## src/rtl/riscv_pkg.sv

```systemverilog
// Shared RISC-V front-end definitions: return-address-stack sizing and the
// per-cycle operation selected by the stack's request arbitration.
package riscv_pkg;

  localparam int RAS_DEPTH_DEFAULT = 16;

  typedef enum logic [2:0] {
    RAS_OP_NONE,
    RAS_OP_PUSH,
    RAS_OP_POP,
    RAS_OP_POP_THEN_PUSH,
    RAS_OP_RESTORE
  } ras_op_e;

endpackage

```

## src/rtl/riscv_ras_mem.sv

```systemverilog
// Return-address storage: one synchronous write port, one asynchronous read
// port. Contents are intentionally not reset; the stack masks empty reads.
module riscv_ras_mem #(
  parameter int ADDR_WIDTH = 64,
  parameter int RAS_DEPTH  = 16,
  parameter int PTR_WIDTH  = $clog2(RAS_DEPTH)
) (
  input  logic                  clk,
  input  logic                  i_we,
  input  logic [PTR_WIDTH-1:0]  i_waddr,
  input  logic [ADDR_WIDTH-1:0] i_wdata,
  input  logic [PTR_WIDTH-1:0]  i_raddr,
  output logic [ADDR_WIDTH-1:0] o_rdata
);

  logic [ADDR_WIDTH-1:0] mem_q [RAS_DEPTH];

  always_ff @(posedge clk) begin
    if (i_we) begin
      mem_q[i_waddr] <= i_wdata;
    end
  end

  assign o_rdata = mem_q[i_raddr];

endmodule

```

## src/rtl/riscv_ras_stack.sv

```systemverilog
// Circular return-address stack with push / pop / pop-then-push, one
// checkpoint snapshot of (tos, count), and abort-restore of that snapshot.
module riscv_ras_stack
  import riscv_pkg::*;
#(
  parameter int ADDR_WIDTH = 64,
  parameter int RAS_DEPTH  = RAS_DEPTH_DEFAULT,
  parameter int PTR_WIDTH  = $clog2(RAS_DEPTH)
) (
  input  logic                  clk,
  input  logic                  nreset,
  input  logic                  enable,
  input  logic                  i_push,
  input  logic                  i_pop,
  input  logic                  i_pop_then_push,
  input  logic [ADDR_WIDTH-1:0] i_push_addr,
  input  logic                  i_checkpoint,
  input  logic                  i_abort,
  output logic [ADDR_WIDTH-1:0] o_top_addr,
  output logic                  o_valid,
  output logic                  o_full,
  output logic [PTR_WIDTH:0]    o_count,
  output logic                  o_overflow,
  output logic                  o_underflow
);

  localparam logic [PTR_WIDTH:0]   CNT_FULL  = (PTR_WIDTH+1)'(RAS_DEPTH);
  localparam logic [PTR_WIDTH-1:0] TOS_RESET = PTR_WIDTH'(RAS_DEPTH - 1);

  ras_op_e                op;
  logic [PTR_WIDTH-1:0]   tos_q, tos_d, snap_tos_q, snap_tos_d;
  logic [PTR_WIDTH:0]     count_q, count_d, snap_count_q, snap_count_d;
  logic                   overflow_q, overflow_d, underflow_q, underflow_d;
  logic                   mem_we_req, mem_we;
  logic [PTR_WIDTH-1:0]   mem_waddr;
  logic [ADDR_WIDTH-1:0]  mem_rdata;
  logic                   empty, full;

  assign empty = (count_q == '0);
  assign full  = (count_q == CNT_FULL);

  // One operation per enabled cycle; lower-priority requests are dropped.
  always_comb begin
    op = RAS_OP_NONE;
    if (enable) begin
      if (i_abort)              op = RAS_OP_RESTORE;
      else if (i_pop_then_push) op = RAS_OP_POP_THEN_PUSH;
      else if (i_push)          op = RAS_OP_PUSH;
      else if (i_pop)           op = RAS_OP_POP;
    end
  end

  always_comb begin
    tos_d        = tos_q;
    count_d      = count_q;
    snap_tos_d   = snap_tos_q;
    snap_count_d = snap_count_q;
    overflow_d   = 1'b0;
    underflow_d  = 1'b0;
    mem_we_req   = 1'b0;
    mem_waddr    = tos_q;

    // Snapshot captures the pre-operation state; the operation still runs.
    if (enable && i_checkpoint && !i_abort) begin
      snap_tos_d   = tos_q;
      snap_count_d = count_q;
    end

    case (op)
      RAS_OP_PUSH, RAS_OP_POP_THEN_PUSH: begin
        if (op == RAS_OP_POP_THEN_PUSH && !empty) begin
          mem_we_req = 1'b1;
          mem_waddr  = tos_q;
        end else begin
          tos_d      = tos_q + 1'b1;
          mem_we_req = 1'b1;
          mem_waddr  = tos_q + 1'b1;
          if (full) overflow_d = 1'b1;
          else      count_d    = count_q + 1'b1;
        end
      end
      RAS_OP_POP: begin
        if (empty) begin
          underflow_d = 1'b1;
        end else begin
          tos_d   = tos_q - 1'b1;
          count_d = count_q - 1'b1;
        end
      end
      RAS_OP_RESTORE: begin
        tos_d   = snap_tos_q;
        count_d = snap_count_q;
      end
      default: ;
    endcase
  end

  // A write racing an asserted reset is discarded along with the rest of the request.
  assign mem_we = mem_we_req & nreset;

  always_ff @(posedge clk or negedge nreset) begin
    if (!nreset) begin
      tos_q        <= TOS_RESET;
      count_q      <= '0;
      snap_tos_q   <= TOS_RESET;
      snap_count_q <= '0;
      overflow_q   <= 1'b0;
      underflow_q  <= 1'b0;
    end else begin
      tos_q        <= tos_d;
      count_q      <= count_d;
      snap_tos_q   <= snap_tos_d;
      snap_count_q <= snap_count_d;
      overflow_q   <= overflow_d;
      underflow_q  <= underflow_d;
    end
  end

  riscv_ras_mem #(
    .ADDR_WIDTH (ADDR_WIDTH),
    .RAS_DEPTH  (RAS_DEPTH),
    .PTR_WIDTH  (PTR_WIDTH)
  ) u_mem (
    .clk     (clk),
    .i_we    (mem_we),
    .i_waddr (mem_waddr),
    .i_wdata (i_push_addr),
    .i_raddr (tos_q),
    .o_rdata (mem_rdata)
  );

  assign o_top_addr  = empty ? '0 : mem_rdata;
  assign o_valid     = !empty;
  assign o_full      = full;
  assign o_count     = count_q;
  assign o_overflow  = overflow_q;
  assign o_underflow = underflow_q;

endmodule

```

## config.mk

```make
export PLATFORM = sky130hd
export DESIGN_NAME = riscv_ras_stack
export DESIGN_NICKNAME = d
export VERILOG_FILES = /design/src/rtl/riscv_pkg.sv /design/src/rtl/riscv_ras_mem.sv /design/src/rtl/riscv_ras_stack.sv
export SDC_FILE = /design/constraint.sdc
export NUM_CORES = 1
export LEC_CHECK = 0
export BUFFER_PORTS_ARGS = -buffer_cell sky130_fd_sc_hd__buf_2
export CORE_ASPECT_RATIO = 1.25
export CORE_MARGIN = 1.5
export CORE_UTILIZATION = 50
export CTS_CLUSTER_SIZE = 25
export DETAILED_ROUTE_END_ITERATION = 8
export PLACE_DENSITY = 0.66
export SYNTH_ARGS = -nofsm -noshare
export SYNTH_HDL_FRONTEND = slang
export SYNTH_HIERARCHICAL = 1
export SYNTH_SLANG_ARGS = --single-unit
```

## constraint.sdc

```tcl
create_clock -name clk -period 9.35 [get_ports clk]
set_input_delay 0.4675 -clock clk [delete_from_list [all_inputs] [get_ports clk]]
set_output_delay 0.4675 -clock clk [all_outputs]
set_load 0.05 [all_outputs]
```

==> results by group <==
Layout
  – Commonest non-fill, non-tap cell in the layout: edfxtp_1
  – Most frequent cells in the layout: 1024 x edfxtp_1, 256 x mux4_2, 144 x buf_2
  – Fill cell count: 5747
  – Finished Core Util: 57.1%
  – Synthesis-to-layout area growth: 12.7%
  – Nets: 2051
  – Finished Layout Cells: 3106
  – Share of cells above drive strength 1: 30.1%

Routing
  – Wire per inst: 28.7 um
  – Residual DRC: 0
  – DR iter-0 viols: 1785
  – ANT nets after route: 0
  – Vias after detailed routing: 19087
  – Drt via density: 6.15
  – First-pass iteration count of the detailed router: 5
  – WL final: 89100 um

Clock network
  – Clk sinks: 1044
  – CTS buffer count: 97
  – CTS H-tree depth: 3
  – CTS Buffer Depth: 3
  – Root buffer cell: clkbuf_16
  – Post-CTS resize count: 0
  – CTS tree: yes
  – Skew-Pair Late Insertion Delay: 670 ps
  – Reg clk slew, reported paths: 60 ps

STA
  – F_max: 164 MHz
  – Worst Tran Pin Value: 1170 ps
  – Final Skew: 24.3 ps
  – Final Setup Violations: 0
  – Max-Slew Margin vs Limit: 21.8%
  – Hold Vio Cnt, Final: 0
  – Tcrit/Tclk final: 65.1%
  – Max-slew violations: 0
  – Total negative slack: 0 ps
  – Final min period: 6090 ps
  – RSZ-0062 raised after global routing: false

Worst setup path
  – R2r setup slk: 4040 ps
  – Required time of the critical path: 8880 ps
  – Critical path arrival: 5620 ps
  – CP max FO: 50
  – Worst setup SP type: register
  – RR Endpoint: u_mem/mem_q[2][39]$_DFFE_PP_
  – Crit Path Category: reg -> out
  – Crit. Startpoint: tos_q[0]$_DFFE_PN1P_
  – RR Startpoint: tos_q[0]$_DFFE_PN1P_
  – R2R depth: 8
  – Crit path capture: o_top_addr[40]
  – Crit end category: primary output

Synth
  – Synth Cell Area: 40000 um2
  – Synthesized area per cell: 22.4 um2
  – Area share of the largest cell type after synthesis: 76.8%
  – Ys async rst share: 1.92%
  – Post-Syn Instances: 1786
  – Post-synth EDFFs: 1024
  – Netlist cell types: 53
  – Synth Flop Type: edfxtp_1
  – Post-synthesis net count: 1864
  – Synth top area cells: edfxtp_1 77%, mux4_2 14%, a22oi_1 2.4%, and2_1 1.1%, nand2_1 0.77%
  – Yosys top cell by area: edfxtp_1
  – Seq cells post-synth: 1044
  – Synthesis Warnings: 6
  – Sequential share of the synthesized area: 78.1%

Place
  – Placed cells: 2926
  – HPWL after DPL: 44100 um
  – Routability congestion estimate: 0.758
  – Port bufs: 144

Worst hold path
  – Worst Hold Class: in -> reg

Power and ir drop
  – Pwr Density: 268 nW/um2
  – LEAKAGE: 0.0144 uW
  – Peak supply drop: 0.223 mV

Global route
  – Largest net degree at the start of global routing: 143
  – Initial antenna violation count: 14
  – Tot GR Track Use: 22.1%
  – First-pass GRT wire length: 132000 um
  – Grt total ovfl: 0
  – Vias in the first global route: 19744

Floorplan
  – Core Box Area: 79000 um2
  – Die H: 319 um
  – Die span in x: 256 um
  – # IOs: 145
  – Placement Rows: 115
  – Initial Util: 50.7%
  – Die area: 81800 um2

Flow run
  – Maxcap violations: 0

Outcome
  – Run status: completed
## through the flow
| step | total power, uW | cell area [um2] | worst slack, ps | hold WS (ps) |
|---|---|---|---|---|
| 3_3_place_gp | 8360 | 42000 | 3740 | 447 |
| 4_1_cts | 12200 | 45100 | 2970 | 33.8 |
| 6_report | 12100 | 45100 | 3260 | 68.9 |
| 3_5_place_dp | 8380 | 42000 | 3690 | 460 |
| 2_1_floorplan | 7600 | 40000 | 2190 | 172 |
| 5_1_grt | 12500 | 45100 | 2680 | 89.9 |
## synthesized netlist by cell type, types with 6 or more instances
| cell | number |
|---|---|
| buf_6 | 13 |
| nand2_1 | 82 |
| mux4_2 | 256 |
| buf_2 | 17 |
| edfxtp_1 | 1024 |
| o21ai_1 | 6 |
| buf_1 | 19 |
| buf_4 | 6 |
| and2_1 | 68 |
| o21ai_0 | 6 |
| clkbuf_1 | 41 |
| dfrtp_1 | 12 |
| nor2_1 | 18 |
| a21oi_1 | 8 |
| dfstp_2 | 8 |
| a22oi_1 | 130 |
## per-layer routing
layer / part of all wire [%] / up-vias / routed length (um) / track usage [%]
met5: 0.099 / - / 88 / 0
met4: 1.9 / 16 / 1660 / 6.10
met3: 7.2 / 123 / 6400 / 4.40
met2: 50 / 686 / 44200 / 36.0
met1: 41 / 10337 / 36800 / 30.8
li1: - / 7925 / - / -
## critical path: stages, from the launching register on
cell and delay, ps:
dfstp_4 1090, buf_4 750, buf_4 890, buf_4 780, mux4_2 590, a22oi_1 190, nand2_1 110, and2_1 150
buf_2 200
## kinds of logic (layout without fill, tap and decap cells)
family          count (synthesis)  count (layout)  share of synthesized area (%)
flops                        1044            1044                           78.1
simple gates                  195             195                           2.47
fa+ha+maj                       6               6                          0.206
compound gates                170             170                           3.20
other cells                     0               1                              0
mux                           263             263                           14.6
buf+inv                       102             368                           1.31
xor+xnor                        6               6                          0.131
## what timing repair did
item,CTS,global route
endpoints found under the setup margin,0,0
hold buffers,1,0
endpoints found under the hold margin,12,0
setup buffers,0,0
## state kept, by name, indices dropped and copies added, names as in the netlist
name	cells
u_mem/mem_q	1024
o_count	5
snap_count_q	5
snap_tos_q	4
tos_q	4
o_overflow	1
o_underflow	1
## report_power, final
group          leakage (uW)  internal (uW)  total (uW)  switching [uW]
logic               0.00347           1010        2890            1880
clock network       0.00150           2200        3860            1660
registers           0.00945           5240        5350             115
total                0.0144           8440       12100            3660
## final cells by class
class / instances / area, um2 / share of cell area [%]
Tap cell: 1053 / 1320 / 2.92
Inverter: 6 / 22.5 / 0.0499
Timing Repair Buffer: 184 / 1040 / 2.30
Sequential cell: 1044 / 31300 / 69.3
Clock inverter: 55 / 538 / 1.19
Antenna cell: 1 / 2.50 / 0.00554
Clock buffer: 123 / 2570 / 5.69
Multi-Input combinational cell: 640 / 8380 / 18.6
## worst min-delay path by stage
stage | from | endpoint | slack [ps] | cells after the start
final | enable | tos_q[1]$_DFFE_PN1P_ | 70 | 2
after global routing | enable | tos_q[1]$_DFFE_PN1P_ | 90 | 2
after CTS | enable | tos_q[1]$_DFFE_PN1P_ | 30 | 2
after detailed placement | nreset | o_count[4]$_DFFE_PN0P_ | 460 | 1
after global placement | nreset | o_overflow$_DFF_PN0_ | 450 | 1
after floorplan | nreset | o_count[0]$_DFFE_PN0P_ | 170 | 0
Power figures use the tool's default switching activity.
